**src/rtl/dispatch_pkg.sv**
```systemverilog
// dispatch_pkg: shared definitions for the dispatch queue.
//   DQ_BUNDLE_W       width of one decoded ID/EX bundle
//   DQ_*_OFF / DQ_*_W bit offset and width of each bundle field
//   dq_bundle_t       packed view of a bundle; pc occupies the MSBs
package dispatch_pkg;

  localparam int DQ_PC_W         = 32;
  localparam int DQ_OPCODE_W     = 7;
  localparam int DQ_FUNCT3_W     = 3;
  localparam int DQ_FUNCT7_W     = 7;
  localparam int DQ_REG_W        = 5;
  localparam int DQ_IMM_W        = 32;
  localparam int DQ_STORE_SIZE_W = 2;

  localparam int DQ_STORE_SIZE_OFF = 0;
  localparam int DQ_HAS_IMM_OFF    = 2;
  localparam int DQ_MEM_TO_REG_OFF = 3;
  localparam int DQ_MEM_WRITE_OFF  = 4;
  localparam int DQ_MEM_READ_OFF   = 5;
  localparam int DQ_REG_WRITE_OFF  = 6;
  localparam int DQ_LW_SW_OFF      = 7;
  localparam int DQ_IMM_OFF        = 8;
  localparam int DQ_DEST_REG_OFF   = DQ_IMM_OFF + DQ_IMM_W;          // 40
  localparam int DQ_SRC_REG2_OFF   = DQ_DEST_REG_OFF + DQ_REG_W;     // 45
  localparam int DQ_SRC_REG1_OFF   = DQ_SRC_REG2_OFF + DQ_REG_W;     // 50
  localparam int DQ_FUNCT7_OFF     = DQ_SRC_REG1_OFF + DQ_REG_W;     // 55
  localparam int DQ_FUNCT3_OFF     = DQ_FUNCT7_OFF + DQ_FUNCT7_W;    // 62
  localparam int DQ_OPCODE_OFF     = DQ_FUNCT3_OFF + DQ_FUNCT3_W;    // 65
  localparam int DQ_PC_OFF         = DQ_OPCODE_OFF + DQ_OPCODE_W;    // 72

  localparam int DQ_BUNDLE_W = DQ_PC_OFF + DQ_PC_W;                  // 104

  typedef struct packed {
    logic [DQ_PC_W-1:0]         pc;
    logic [DQ_OPCODE_W-1:0]     opcode;
    logic [DQ_FUNCT3_W-1:0]     funct3;
    logic [DQ_FUNCT7_W-1:0]     funct7;
    logic [DQ_REG_W-1:0]        src_reg1;
    logic [DQ_REG_W-1:0]        src_reg2;
    logic [DQ_REG_W-1:0]        dest_reg;
    logic [DQ_IMM_W-1:0]        imm;
    logic                       lw_sw;
    logic                       reg_write;
    logic                       mem_read;
    logic                       mem_write;
    logic                       mem_to_reg;
    logic                       has_imm;
    logic [DQ_STORE_SIZE_W-1:0] store_size;
  } dq_bundle_t;

endpackage

```
**src/rtl/dispatch_queue_storage.sv**
```systemverilog
// dq_storage_ram: DEPTH x BW entry array for the dispatch queue.
//   clk, rstn      clock, async active-low reset (clears every entry)
//   we/waddr/wdata single write port, written on the rising edge
//   raddr/rdata    asynchronous read port
module dq_storage_ram #(
  parameter int DEPTH = 4,
  parameter int BW    = 104,
  parameter int AW    = $clog2(DEPTH)
) (
  input  logic          clk,
  input  logic          rstn,
  input  logic          we,
  input  logic [AW-1:0] waddr,
  input  logic [BW-1:0] wdata,
  input  logic [AW-1:0] raddr,
  output logic [BW-1:0] rdata
);

  logic [BW-1:0] mem_q [DEPTH];
  logic [BW-1:0] mem_d [DEPTH];

  always_comb begin
    mem_d = mem_q;
    if (we) mem_d[waddr] = wdata;
  end

  always_ff @(posedge clk or negedge rstn) begin
    if (!rstn) begin
      for (int i = 0; i < DEPTH; i++) mem_q[i] <= '0;
    end else begin
      mem_q <= mem_d;
    end
  end

  assign rdata = mem_q[raddr];

endmodule

```
**src/rtl/dispatch_queue.sv**
```systemverilog
// dispatch_queue: FIFO of decoded instruction bundles between ID/EX and issue.
//   clk, rstn                   clock, async active-low reset
//   in_valid/in_bundle/in_ready push side (in_ready never depends on out_ready)
//   out_valid/out_bundle/out_ready pop side, head of queue
//   flush                       synchronous discard of all entries, wins over push/pop
//   count                       current occupancy
// Optional feature: define DISPATCH_QUEUE_BYPASS_EN to let an empty queue pass
// a bundle straight through in the same cycle; otherwise latency is fixed at 1.
module dispatch_queue
  import dispatch_pkg::*;
#(
  parameter int DEPTH = 4,
  parameter int BW    = DQ_BUNDLE_W
) (
  input  logic                     clk,
  input  logic                     rstn,
  input  logic                     in_valid,
  input  logic [BW-1:0]            in_bundle,
  output logic                     in_ready,
  output logic                     out_valid,
  output logic [BW-1:0]            out_bundle,
  input  logic                     out_ready,
  input  logic                     flush,
  output logic [$clog2(DEPTH):0]   count
);

  localparam int PTR_W = $clog2(DEPTH);
  localparam int CNT_W = PTR_W + 1;
  localparam logic [CNT_W-1:0] FULL_CNT = CNT_W'(DEPTH);

  logic [PTR_W-1:0] wr_ptr_q, wr_ptr_d;
  logic [PTR_W-1:0] rd_ptr_q, rd_ptr_d;
  logic [CNT_W-1:0] count_q, count_d;
  // Held low through reset so in_ready rises only at the first edge after release.
  logic             ready_en_q, ready_en_d;

  logic             empty, full, push, pop, wr_en;
  logic [BW-1:0]    head;

  dq_storage_ram #(
    .DEPTH (DEPTH),
    .BW    (BW),
    .AW    (PTR_W)
  ) u_storage (
    .clk   (clk),
    .rstn  (rstn),
    .we    (wr_en),
    .waddr (wr_ptr_q),
    .wdata (in_bundle),
    .raddr (rd_ptr_q),
    .rdata (head)
  );

  always_comb begin
    empty    = (count_q == '0);
    full     = (count_q == FULL_CNT);
    in_ready = ready_en_q && !full;
    push     = in_valid && in_ready;
    pop      = !empty && out_ready;
    wr_en    = push && !flush;
`ifdef DISPATCH_QUEUE_BYPASS_EN
    // Empty queue: present the incoming bundle directly; if it is taken
    // this cycle it never lands in storage.
    if (empty && !flush && ready_en_q) begin
      out_valid  = in_valid;
      out_bundle = in_bundle;
      if (out_ready) wr_en = 1'b0;
    end else begin
      out_valid  = !empty;
      out_bundle = head;
    end
`else
    out_valid  = !empty;
    out_bundle = head;
`endif
  end

  always_comb begin
    wr_ptr_d   = wr_ptr_q;
    rd_ptr_d   = rd_ptr_q;
    count_d    = count_q;
    ready_en_d = 1'b1;
    if (flush) begin
      wr_ptr_d = '0;
      rd_ptr_d = '0;
      count_d  = '0;
    end else begin
      // Pointers wrap for free since DEPTH is a power of two.
      if (wr_en) wr_ptr_d = wr_ptr_q + PTR_W'(1);
      if (pop)   rd_ptr_d = rd_ptr_q + PTR_W'(1);
      case ({wr_en, pop})
        2'b10:   count_d = count_q + CNT_W'(1);
        2'b01:   count_d = count_q - CNT_W'(1);
        default: count_d = count_q;
      endcase
    end
  end

  always_ff @(posedge clk or negedge rstn) begin
    if (!rstn) begin
      wr_ptr_q   <= '0;
      rd_ptr_q   <= '0;
      count_q    <= '0;
      ready_en_q <= 1'b0;
    end else begin
      wr_ptr_q   <= wr_ptr_d;
      rd_ptr_q   <= rd_ptr_d;
      count_q    <= count_d;
      ready_en_q <= ready_en_d;
    end
  end

  assign count = count_q;

endmodule

```
**config.mk**
```make
export PLATFORM = sky130hd
export DESIGN_NAME = dispatch_queue
export DESIGN_NICKNAME = d
export VERILOG_FILES = /design/src/rtl/dispatch_pkg.sv /design/src/rtl/dispatch_queue_storage.sv /design/src/rtl/dispatch_queue.sv
export SDC_FILE = /design/constraint.sdc
export NUM_CORES = 1
export LEC_CHECK = 0
export BUFFER_PORTS_ARGS = -buffer_cell sky130_fd_sc_hd__buf_4
export CORE_ASPECT_RATIO = 0.7
export CORE_MARGIN = 1
export CORE_UTILIZATION = 53
export CTS_BUF_LIST = sky130_fd_sc_hd__clkbuf_16
export CTS_CLUSTER_DIAMETER = 80
export CTS_CLUSTER_SIZE = 12
export DETAILED_ROUTE_END_ITERATION = 8
export PLACE_DENSITY = 0.82
export SLEW_MARGIN = 20
export SYNTH_ARGS = -nofsm -noshare
export SYNTH_HDL_FRONTEND = slang
export SYNTH_SLANG_ARGS = --single-unit
```
**constraint.sdc**
```tcl
create_clock -name clk -period 2.15 [get_ports clk]
set_clock_uncertainty 0.2 [all_clocks]
set_input_delay 0.215 -clock clk [delete_from_list [all_inputs] [get_ports clk]]
set_output_delay 0.215 -clock clk [all_outputs]
set_load 0.05 [all_outputs]
```
Word-level counts from Yosys, hierarchy flattened:

Cells that the tools add are included.

* word-level logic and storage cells: 44
* output and inout port bits: 109
* flip-flop bits (word level): 424
* memories: 0
* bits in writable memories: 0
* input port bits: 109
* latch bits: 0
* memory bits (read-only): 0

* bitwise gates (word level): 2
* order comparisons: 3
* divide/modulo/power cells: 0
* shift-type cells: 0
* $mul: 0
* reductions and logical operators: 12
* multiplexer cells: 12
* equality and inequality tests: 3
* $add $sub $neg: 4

Operators with widths (number)
* bitwise mux 416 bit: 1
* two-way mux 104 bit: 3
* binary-select mux 104 bit (select 2 bit): 1
* demux 104 bit (select 2 bit): 1
* two-way mux 2 bit: 4
* >= comparator 3 bit (second input constant): 2
* inverter 2 -> 3 bit: 2
* case mux 3 bit (2 select lines): 1
* logical AND 1 bit: 5
* adder 2 x 1 -> 2 bit (second input constant): 2
* nonzero test 2 bit: 2
* adder 3 x 1 -> 3 bit (second input constant): 1
* == test 3 bit (second input constant): 1
* zero test 1 bit: 3
* zero test 3 bit: 1
* < comparator 3 x 1 -> 1 bit (second input constant): 1
* two-way mux 3 bit: 1
* nonzero test 3 bit: 1
* subtractor 3 x 1 -> 3 bit (second input constant): 1
* == test 2 x 1 -> 1 bit (second input constant): 1
* == test 2 bit (second input constant): 1

Logic depth before layout (Yosys ltp):

Gate-level depths: netlist (run 1).

* word-level depth: 8
* mapped depth: 8
* gate-level depth less buffers: 6

Hierarchy:

From an unflattened synthesis (run 1), not the netlist that was laid out.

* cells, all modules: 1050
* area, all modules: 18295.0 um2

By module, submodules not included
* dq_storage_ram: seq. area each 10410.0 um2, cells an instance 1008, area each 17832.1 um2, instances 1
* dispatch_queue: seq. area each 200.2 um2, cells an instance 42, area each 462.9 um2, instances 1

Least setup slack after synthesis (run 1):

OpenSTA, ideal clock, no wires.

* path type: flip-flop to flip-flop
* start point: register count_q[1] (netlist: count[1])
* end point: register count_q[1] (netlist: count[1])
* required time: 1818 ps
* cell stages (with the launch flop): 9
* library setup time: 132 ps
* clock period less this slack: 2462 ps
* buffers on the path: 2
* slack: -312 ps
* data arrival time: 2130 ps
* cell sequence: dfrtp_1 buf_6 or3b_1 buf_6 a21oi_1 fa_1 nor2b_1 o21ai_0 mux2i_1

* longest elaborated chain between the ends: 8
* elaborated cells on any way between the ends: 15
* classes of those cells: add/sub (2); eq/ne (3); mux (2); reduce/logical (8)

Ends and longest elaborated chain
* start, declared: line dispatch_queue.sv:33 `logic [CNT_W-1:0] count_q, count_d;`
* start signal, assigned: line dispatch_queue.sv:108 `count_q <= count_d;`
* == test 3 bit: line dispatch_queue.sv:56 `full = (count_q == FULL_CNT);`
* zero test 1 bit: line dispatch_queue.sv:57 `in_ready = ready_en_q && !full;`
* logical AND 1 bit: line dispatch_queue.sv:57
* logical AND 1 bit: line dispatch_queue.sv:58 `push = in_valid && in_ready;`
* logical AND 1 bit: line dispatch_queue.sv:60 `wr_en = push && !flush;`
* == test 2 x 1 -> 1 bit / == test 2 bit (equally long branches): line dispatch_queue.sv:91 `case ({wr_en, pop})`
* case mux 3 bit (2 select lines): line dispatch_queue.sv:91
* two-way mux 3 bit: line dispatch_queue.sv:83 `if (flush) begin`

Several ways; a longest one is shown, not always the timed one.
A chain may end at the register's enable or synchronous reset.

Final worst setup path (run 1):

* start point: register rd_ptr_q[0]
* end point: output out_bundle[88]

* longest elaborated chain between the ends: 4

Ends and longest elaborated chain
* start, declared: line dispatch_queue.sv:32 `logic [PTR_W-1:0] rd_ptr_q, rd_ptr_d;`
* start signal, assigned: line dispatch_queue.sv:107 `rd_ptr_q <= rd_ptr_d;`
* inverter 2 -> 3 bit (not written as such): line dispatch_queue_storage.sv:35 `assign rdata = mem_q[raddr];`
* binary-select mux 104 bit (select 2 bit): line dispatch_queue_storage.sv:35
* two-way mux 104 bit (not written as such) (2 in series): line dispatch_queue_storage.sv:35
* end, declared: line dispatch_queue.sv:21 `output logic [BW-1:0] out_bundle,`

Every way passes these cells. The select of a mux whose other input is x is not followed.

==> PnR_summary.wiki, run 1 <==
{| class="wikitable"
! Metric !! Value
|-
| Mux share of post-synthesis cell area || 40.12%
|-
| Final hold violations || 0
|-
| Detail-routed via count per cell || 5.713
|-
| DR WL/cell || 24.30 um
|-
| Min Tclk post-route || 2532 ps
|-
| Share of cells above drive strength 1 || 60.54%
|-
| Area of all placed cells without fillers || 25250 sq um
|-
| Number of cell rows || 58
|-
| Kind of end point of the critical path || output port
|-
| Buffers added on ports || 217
|-
| Max Transition Viols Final || 0
|-
| Area of placed instances || 22090 sq um
|-
| Worst min-delay path class || in2async
|-
| Global placer's final weighted congestion || 0.7774
|-
| DRT antenna net count || 0
|-
| Worst Path Required || 1740 ps
|-
| Via count || 11050
|-
| Deepest clock path buffer count || 3
|-
| Crit path largest cell delay || 530 ps
|-
| Total wirelength of the detailed-routed design || 47020 um
|-
| RSZ-0062 raised after global routing || yes
|-
| Total number of H-tree levels || 2
|-
| Fmax || 0.3950 GHz
|-
| First-pass GRT wire length || 70670 um
|-
| Core box area || 36360 sq um
|-
| Mean cell area of the mapped netlist || 18.45 sq um
|-
| Share of the synthesized netlist area taken by xor and xnor gates || 0.08842%
|-
| CTS tree || built
|-
| Cell count after synthesis || 1074
|-
| Post-synth net total || 1188
|-
| Internal power component || 16750 uW
|-
| Slew at the pin with the worst max-slew slack || 527.3 ps
|-
| Total half-perimeter wirelength after legalization and detailed placement || 27380 um
|-
| Arr. time, crit path || 2120 ps
|-
| Netlist cell types || 38
|-
| Remaining max-slew budget at the tightest pin || 64.85%
|-
| Effective utilization at floorplan || 54.49%
|-
| P_leak || 0.01236 uW
|-
| Share of synthesized area occupied by flip-flops and latches || 53.56%
|-
| Slowest cell on the critical path || mux4_2
|-
| Worst Setup Start Kind || flop
|-
| Clock Tree Root || clkbuf_16
|-
| Worst-Skew Late Latency || 530 ps
|-
| Final routed DRC violation total || 0
|-
| Cell accounting for the most synthesized area || dfrtp_1
|-
| Clock share of power || 25.4%
|-
| DR iter-0 viols || 660
|-
| Share of the synthesized area in the top cell type || 53.56%
|-
| Maximum number of pins on one net before global-route repair || 61
|-
| Largest cells by area after synthesis || dfrtp_1, mux2_4, mux4_2, mux2_2, buf_12
|-
| I/O pin cnt || 218
|-
| Final worst-path cycle share || 117.8%
|-
| Share of the synthesized area in compound gates (AO/OA/AOI/OAI) || 0.6253%
|-
| Die span in y || 163.8 um
|-
| Layout area overhead || 27.44%
|-
| Largest family of logic cells by synthesized area || multiplexers
|-
| Ordered cell list for the critical path || clkbuf_16 -> clkbuf_16 -> mux4_2 -> buf_6
|-
| Final Instance Count excl. Fillers || 1935
|-
| Yosys warns || 0
|-
| Total clock buffers created by CTS || 41
|-
| PwrDens || 973.7 nW/um^2
|-
| Sequential group share of total power || 41.1%
|-
| Startpoint-to-endpoint class of the critical path || reg2out
|-
| Maximum net fanout on the critical path || 6
|-
| Comb power frac || 33.5%
|-
| Net Sw Power || 7834 uW
|-
| Failing checks || negative setup slack
|-
| Setup-violating endpoint count in the final report || 115
|-
| Dpl cells || 1753
|-
| Final Net Count || 1565
|-
| Number of antenna violations at the first check in global routing || 3
|-
| Switching fraction of total power || 31.87%
|-
| Pre-antenna DRT Iters || 5
|-
| Flip-flop and latch count after synthesis || 424
|-
| Max IR drop VDD || 0.7054 mV
|-
| Number of sinks driven by the clock tree || 424
|-
| Post-synthesis simple-gate area fraction || 0.9474%
|-
| Area of the die || 38170 sq um
|-
| Number of global-route vias before repair || 12190
|-
| Post-route core utilization || 69.44%
|-
| Sum of internal, switching and leakage power || 24580 uW
|-
| Worst-path clk slew || 70 ps
|-
| Status || finished, violations left
|-
| Adder and majority cell fraction of the synthesized area || 0.3537%
|-
| Accumulated negative setup slack || -35670 ps
|-
| Setup WS post-layout || -381.8 ps
|-
| Cell seen most often among critical-path stages || clkbuf_16
|-
| Remaining Overflow, GRT || 0
|-
| Overall fraction of global-route tracks in use || 24.00%
|-
| Die X-Extent || 233.1 um
|-
| Number of fill cells in the layout || 2292
|-
| Mapped cell area || 19810 sq um
|-
| Max-cap violations || 0
|}
-- Yosys cell counts --
master / number
xor2_1: 2
mux2_2: 176
o311ai_0: 1
nand2_1: 1
nand3_4: 4
o211a_1: 1
nor2b_1: 1
mux2i_1: 2
and3b_1: 2
o211ai_1: 1
buf_2: 18
buf_4: 17
o21a_1: 1
buf_12: 28
ha_1: 4
a31oi_1: 2
a211oi_1: 1
o22ai_1: 1
nor2_1: 3
o21ai_0: 4
dfrtp_1: 424
or3_1: 2
a22oi_1: 1
mux2_4: 240
a21oi_1: 4
inv_1: 2
fa_1: 1
o31ai_1: 1
conb_1: 1
buf_6: 2
or3b_1: 1
mux4_2: 104
and2_1: 2
a211o_1: 1
clkbuf_1: 11
nand2b_1: 4
nand4_1: 2
nor3b_1: 1
-- through the flow --
step | hold slack, ps | setup WS [ps]
after floorplan | -280.6 | -170.2
after global placement | -3.610 | -22.87
after detailed placement | -1.452 | -33.68
after CTS | 27.73 | -408.7
after global routing | 47.89 | -423.0
final | 17.01 | -381.8
-- cell usage in the layout, fill, tap and decap left out, drive strengths merged, types with 2 or more instances in the layout --
master,count
dfrtp,424
mux2,416
buf,289
dlygate4sd3,109
mux4,104
clkbuf,53
inv,5
nand3,4
ha,4
nand2b,4
a21oi,4
o21ai,4
diode,3
nor2,3
or3,2
xor2,2
a31oi,2
mux2i,2
nand4,2
and3b,2
and2,2
-- registers in the layout, summed over array words and instances, names as in the netlist --
signal / cells
u_storage.mem_q: 416
wr_ptr_q: 2
rd_ptr_q: 2
ready_en_q: 1
count: 3
-- area by class of cell --
cell class	count	area, sq um	area share [%]
clock inverters	3	16.27	0.06443
diodes	3	7.507	0.02974
clock buffers	41	1026	4.064
repair buffers	410	4537	17.97
flip-flops and latches	424	10620	42.07
well taps	480	600.6	2.379
multi-input cells	572	8429	33.39
inverters	2	7.507	0.02974
-- logic make-up after synthesis --
logic type | count (synthesis)
muxes | 522
DFF | 424
buffers and inverters | 78
and+or+nand+nor | 23
AOI/OAI and AO/OA | 19
adders and majority gates | 5
xor gates and xnor gates | 2
other | 1
-- routing by layer --
layer  up-vias  share of wire (%)  track usage (%)
met3        64                5.1            5.017
met5         -                  0                0
met2       271                 49            38.79
met1      5966                 45            33.52
li1       4753                  -                -
met4         0                1.8            5.526
-- power by group through the flow --
stage	Clock, uW	Combinational, uW	Sequential [uW]
2_1_floorplan	0	5420	9890
3_3_place_gp	0	7130	10100
3_5_place_dp	0	7300	10200
4_1_cts	6380	7850	10100
5_1_grt	6730	8580	10200
6_report	6250	8230	10100
-- final timing paths --
path / startpoint / end / slack (ps) / cells after the start
max in group asynchronous: rstn / u_storage.mem_q[107]$_DFFE_PN0P_ / 950 / 3
min reg2reg: u_storage.mem_q[0]$_DFFE_PN0P_ / u_storage.mem_q[0]$_DFFE_PN0P_ / 300 / 1
max: rd_ptr_q[0]$_DFFE_PN0P_ / out_bundle[88] / -380 / 4
max reg2reg: count[0]$_DFFE_PN0P_ / u_storage.mem_q[222]$_DFFE_PN0P_ / -20 / 5
min: rstn / u_storage.mem_q[276]$_DFFE_PN0P_ / 20 / 2
min in group clk: in_bundle[13] / u_storage.mem_q[13]$_DFFE_PN0P_ / 280 / 3
-- critical path, delay by kind of cell, from the launching register on --
kind | cells | cell delay (ps)
buffers and inverters | 3 | 550
DFF | 1 | 490
muxes | 1 | 530
-- repair_timing --
item | in CTS | in global routing
gates resized for setup | 66 | 70
setup endpoints to repair | 167 | 171
hold buffers | 109 | 0
pin swaps | 2 | 1
buffers inserted | 9 | 0
endpoints found under the hold margin | 847 | 0
gates cloned | 4 | 14
Note: power is estimated with default switching activity, not from simulation.
==> run 2: changes to the inputs <==
- GPL_TIMING_DRIVEN: default -> 0
==> run 2 against run 1 <==
  * Global-route usage up 4.2 points
  * First-iteration DRC count increased by 19%
  * Fmax is 1.1% higher
  * Flip-flop and latch count is the same
  * Count of clock-buffer cells in the layout did not move
  * Wire length rose by 14%
  * Hold slack improved by 31 ps
  * Non-clock buffer count rose by 103
  * Highest routed layer unchanged
  * Via count rose by 6.6%
  * The flow still finishes with violations (negative setup slack)
  * Largest cell class unchanged
==> PnR_summary.wiki, run 2 (same netlist as run 1, synthesis figures left out) <==
{| class="wikitable"
! Metric !! Value
|-
| Status || finished, violations left (unchanged)
|-
| Failing checks || negative setup slack (unchanged)
|-
| Number of sinks driven by the clock tree || 424 (unchanged)
|-
| Max-cap violations || 0 (unchanged)
|-
| Worst min-delay path class || in2async (unchanged)
|-
| Setup WS post-layout || -354.4 ps (was -381.8 ps)
|-
| Worst Setup Start Kind || flop (unchanged)
|-
| Share of cells above drive strength 1 || 63.32% (was 60.54%)
|-
| Launch point of the worst reg-to-reg path || count[0]$_DFFE_PN0P_ (unchanged)
|-
| Total clock buffers created by CTS || 41 (unchanged)
|-
| Total half-perimeter wirelength after legalization and detailed placement || 28280 um (was 27380 um)
|-
| Smallest hold slack || 48.13 ps (was 17.01 ps)
|-
| Max Transition Viols Final || 0 (unchanged)
|-
| Area of placed instances || 22160 sq um (was 22090 sq um)
|-
| Clock share of power || 25.0% (was 25.4%)
|-
| First-pass GRT wire length || 81010 um (was 70670 um)
|-
| Buffers added on ports || 215 (was 217)
|-
| Area of the die || 38170 sq um (unchanged)
|-
| Worst Path Required || 1740 ps (about the same)
|-
| Final hold violations || 0 (unchanged)
|-
| Clock Tree Root || clkbuf_16 (unchanged)
|-
| I/O pin cnt || 218 (unchanged)
|-
| Startpoint-to-endpoint class of the critical path || reg2out (unchanged)
|-
| Number of antenna violations at the first check in global routing || 1 (was 3)
|-
| Switching fraction of total power || 32.02% (was 31.87%)
|-
| Reg with most FFs || u_storage.mem_q (unchanged)
|-
| DR iter-0 viols || 788 (was 660)
|-
| Slew at the pin with the worst max-slew slack || 545.2 ps (was 527.3 ps)
|-
| Via count || 11780 (was 11050)
|-
| Final worst-path cycle share || 116.5% (was 117.8%)
|-
| Arr. time, crit path || 2090 ps (was 2120 ps)
|-
| Number of global-route vias before repair || 13020 (was 12190)
|-
| Pre-antenna DRT Iters || 5 (unchanged)
|-
| P_leak || 0.01400 uW (was 0.01236 uW)
|-
| Global placer's final weighted congestion || 0.7784 (was 0.7774)
|-
| Worst-path clk slew || 60 ps (was 70 ps)
|-
| Remaining Overflow, GRT || 0 (unchanged)
|-
| Net Sw Power || 8115 uW (was 7834 uW)
|-
| Core box area || 36360 sq um (unchanged)
|-
| Detail-routed via count per cell || 5.789 (was 5.713)
|-
| Remaining max-slew budget at the tightest pin || 63.65% (was 64.85%)
|-
| Maximum net fanout on the critical path || 7 (was 6)
|-
| RSZ-0062 raised after global routing || yes (unchanged)
|-
| Number of cell rows || 58 (unchanged)
|-
| Deepest clock path buffer count || 3 (unchanged)
|-
| PwrDens || 912.6 nW/um^2 (was 973.7 nW/um^2)
|-
| CTS tree || built (unchanged)
|-
| Max reg flops || 416 (unchanged)
|-
| Min Tclk post-route || 2504 ps (was 2532 ps)
|-
| Final Net Count || 1668 (was 1565)
|-
| Most common cell after layout, fill and taps aside || dfrtp_1 (unchanged)
|-
| Max IR drop VDD || 0.8950 mV (was 0.7054 mV)
|-
| Area of all placed cells without fillers || 27770 sq um (was 25250 sq um)
|-
| Pre-CTS WS || -996.2 ps (was -33.68 ps)
|-
| Layout area overhead || 40.18% (was 27.44%)
|-
| Fmax || 0.3993 GHz (was 0.3950 GHz)
|-
| Setup-violating endpoint count in the final report || 401 (was 115)
|-
| Total number of H-tree levels || 2 (unchanged)
|-
| Critical path origin || rd_ptr_q[0]$_DFFE_PN0P_ (unchanged)
|-
| Maximum number of pins on one net before global-route repair || 104 (was 61)
|-
| Most used cells in the layout excluding fill and tap cells || dfrtp_1, mux2_4, buf_4 (was dfrtp_1, mux2_4, mux2_2)
|-
| Final routed DRC violation total || 0 (unchanged)
|-
| Effective utilization at floorplan || 54.49% (unchanged)
|-
| DRT antenna net count || 0 (unchanged)
|-
| Sequential group share of total power || 40.1% (was 41.1%)
|-
| Total wirelength of the detailed-routed design || 53820 um (was 47020 um)
|-
| DR WL/cell || 26.44 um (was 24.30 um)
|-
| Internal power component || 17230 uW (was 16750 uW)
|-
| Comb power frac || 34.9% (was 33.5%)
|-
| Worst-Skew Late Latency || 540 ps (was 530 ps)
|-
| Die span in y || 163.8 um (unchanged)
|-
| Kind of end point of the critical path || output port (unchanged)
|-
| Overall fraction of global-route tracks in use || 28.21% (was 24.00%)
|-
| Die X-Extent || 233.1 um (unchanged)
|}
-- run 2: cell count changes in the layout (fill, tap and decap cells not counted), moves of 2 or more --
cell	change
mux2_2	-146
mux2_4	+146
buf_12	+60
buf_8	+22
buf_16	+19
buf_4	-8
clkbuf_16	-5
clkbuf_2	+5
buf_2	+4
buf_6	+4
clkbuf_4	+2
dfrtp_4	-2
diode_2	-2
-- run 2: layer usage --
metal  wire (um)  vias to the layer above  GRT usage (%)
met2       26060                      322          44.51
met4        1192                        0          7.398
met1       23860                     6422          40.54
li1            -                     4952              -
met5           0                        -              0
met3        2696                       84          5.156
-- run 2: through the flow --
step | TNS, ps | total power, uW | util [%] | instances
2_1_floorplan | -14730 | 15310 | - | 1074
3_3_place_gp | -1517390 | 17140 | 60.62 | 1769
3_5_place_dp | -78680 | 17400 | 60.94 | 1773
4_1_cts | -71570 | 24870 | 76.02 | 2048
5_1_grt | -76740 | 26240 | 76.38 | 2035
6_report | -54770 | 25340 | 76.38 | 2035
-- run 2: critical path: stages (launching register included) --
cell and delay [ps]:
dfrtp_1 370, buf_12 150, buf_12 160, buf_16 140, mux4_2 550, buf_8 180
-- run 2: timing repair --
| action | CTS | global route |
|---|---|---|
| pin swaps | 6 | 9 |
| hold buffers | 109 | 0 |
| gates cloned | 49 | 7 |
| endpoints found under the setup margin | 514 | 523 |
| gates resized for setup | 319 | 187 |
| endpoints found under the hold margin | 644 | 0 |
| buffers inserted | 78 | 22 |
-- run 2: power by group through the flow --
| stage | registers [uW] | clock network [uW] | logic (uW) |
|---|---|---|---|
| floorplan | 9890 | 0 | 5420 |
| global placement | 10000 | 0 | 7090 |
| detailed placement | 10100 | 0 | 7260 |
| CTS | 10000 | 6400 | 8420 |
| global route | 10300 | 6760 | 9220 |
| finish | 10200 | 6340 | 8850 |
-- run 2: cell type report --
| cell class | instances | area [sq um] |
|---|---|---|
| clock inverters | 2 | 12.51 |
| inverters | 2 | 7.507 |
| repair buffers | 449 | 5475 |
| fillers | 1978 | 8587 |
| multi-input cells | 572 | 8991 |
| plain buffers | 64 | 1040 |
| diodes | 1 | 2.502 |
| well taps | 480 | 600.6 |
| clock buffers | 41 | 1026 |
| flip-flops and latches | 424 | 10620 |
-- run 2: final timing paths --
path	slack [ps]	end	cells past startpoint
setup reg to reg	-170	u_storage.mem_q[33]$_DFFE_PN0P_	9
max in group asynchronous	650	u_storage.mem_q[227]$_DFFE_PN0P_	4
hold reg to reg	300	u_storage.mem_q[75]$_DFFE_PN0P_	1
setup / recovery	-350	out_bundle[52]	5
min in group clk	280	u_storage.mem_q[389]$_DFFE_PN0P_	3
hold / removal	50	u_storage.mem_q[378]$_DFFE_PN0P_	3
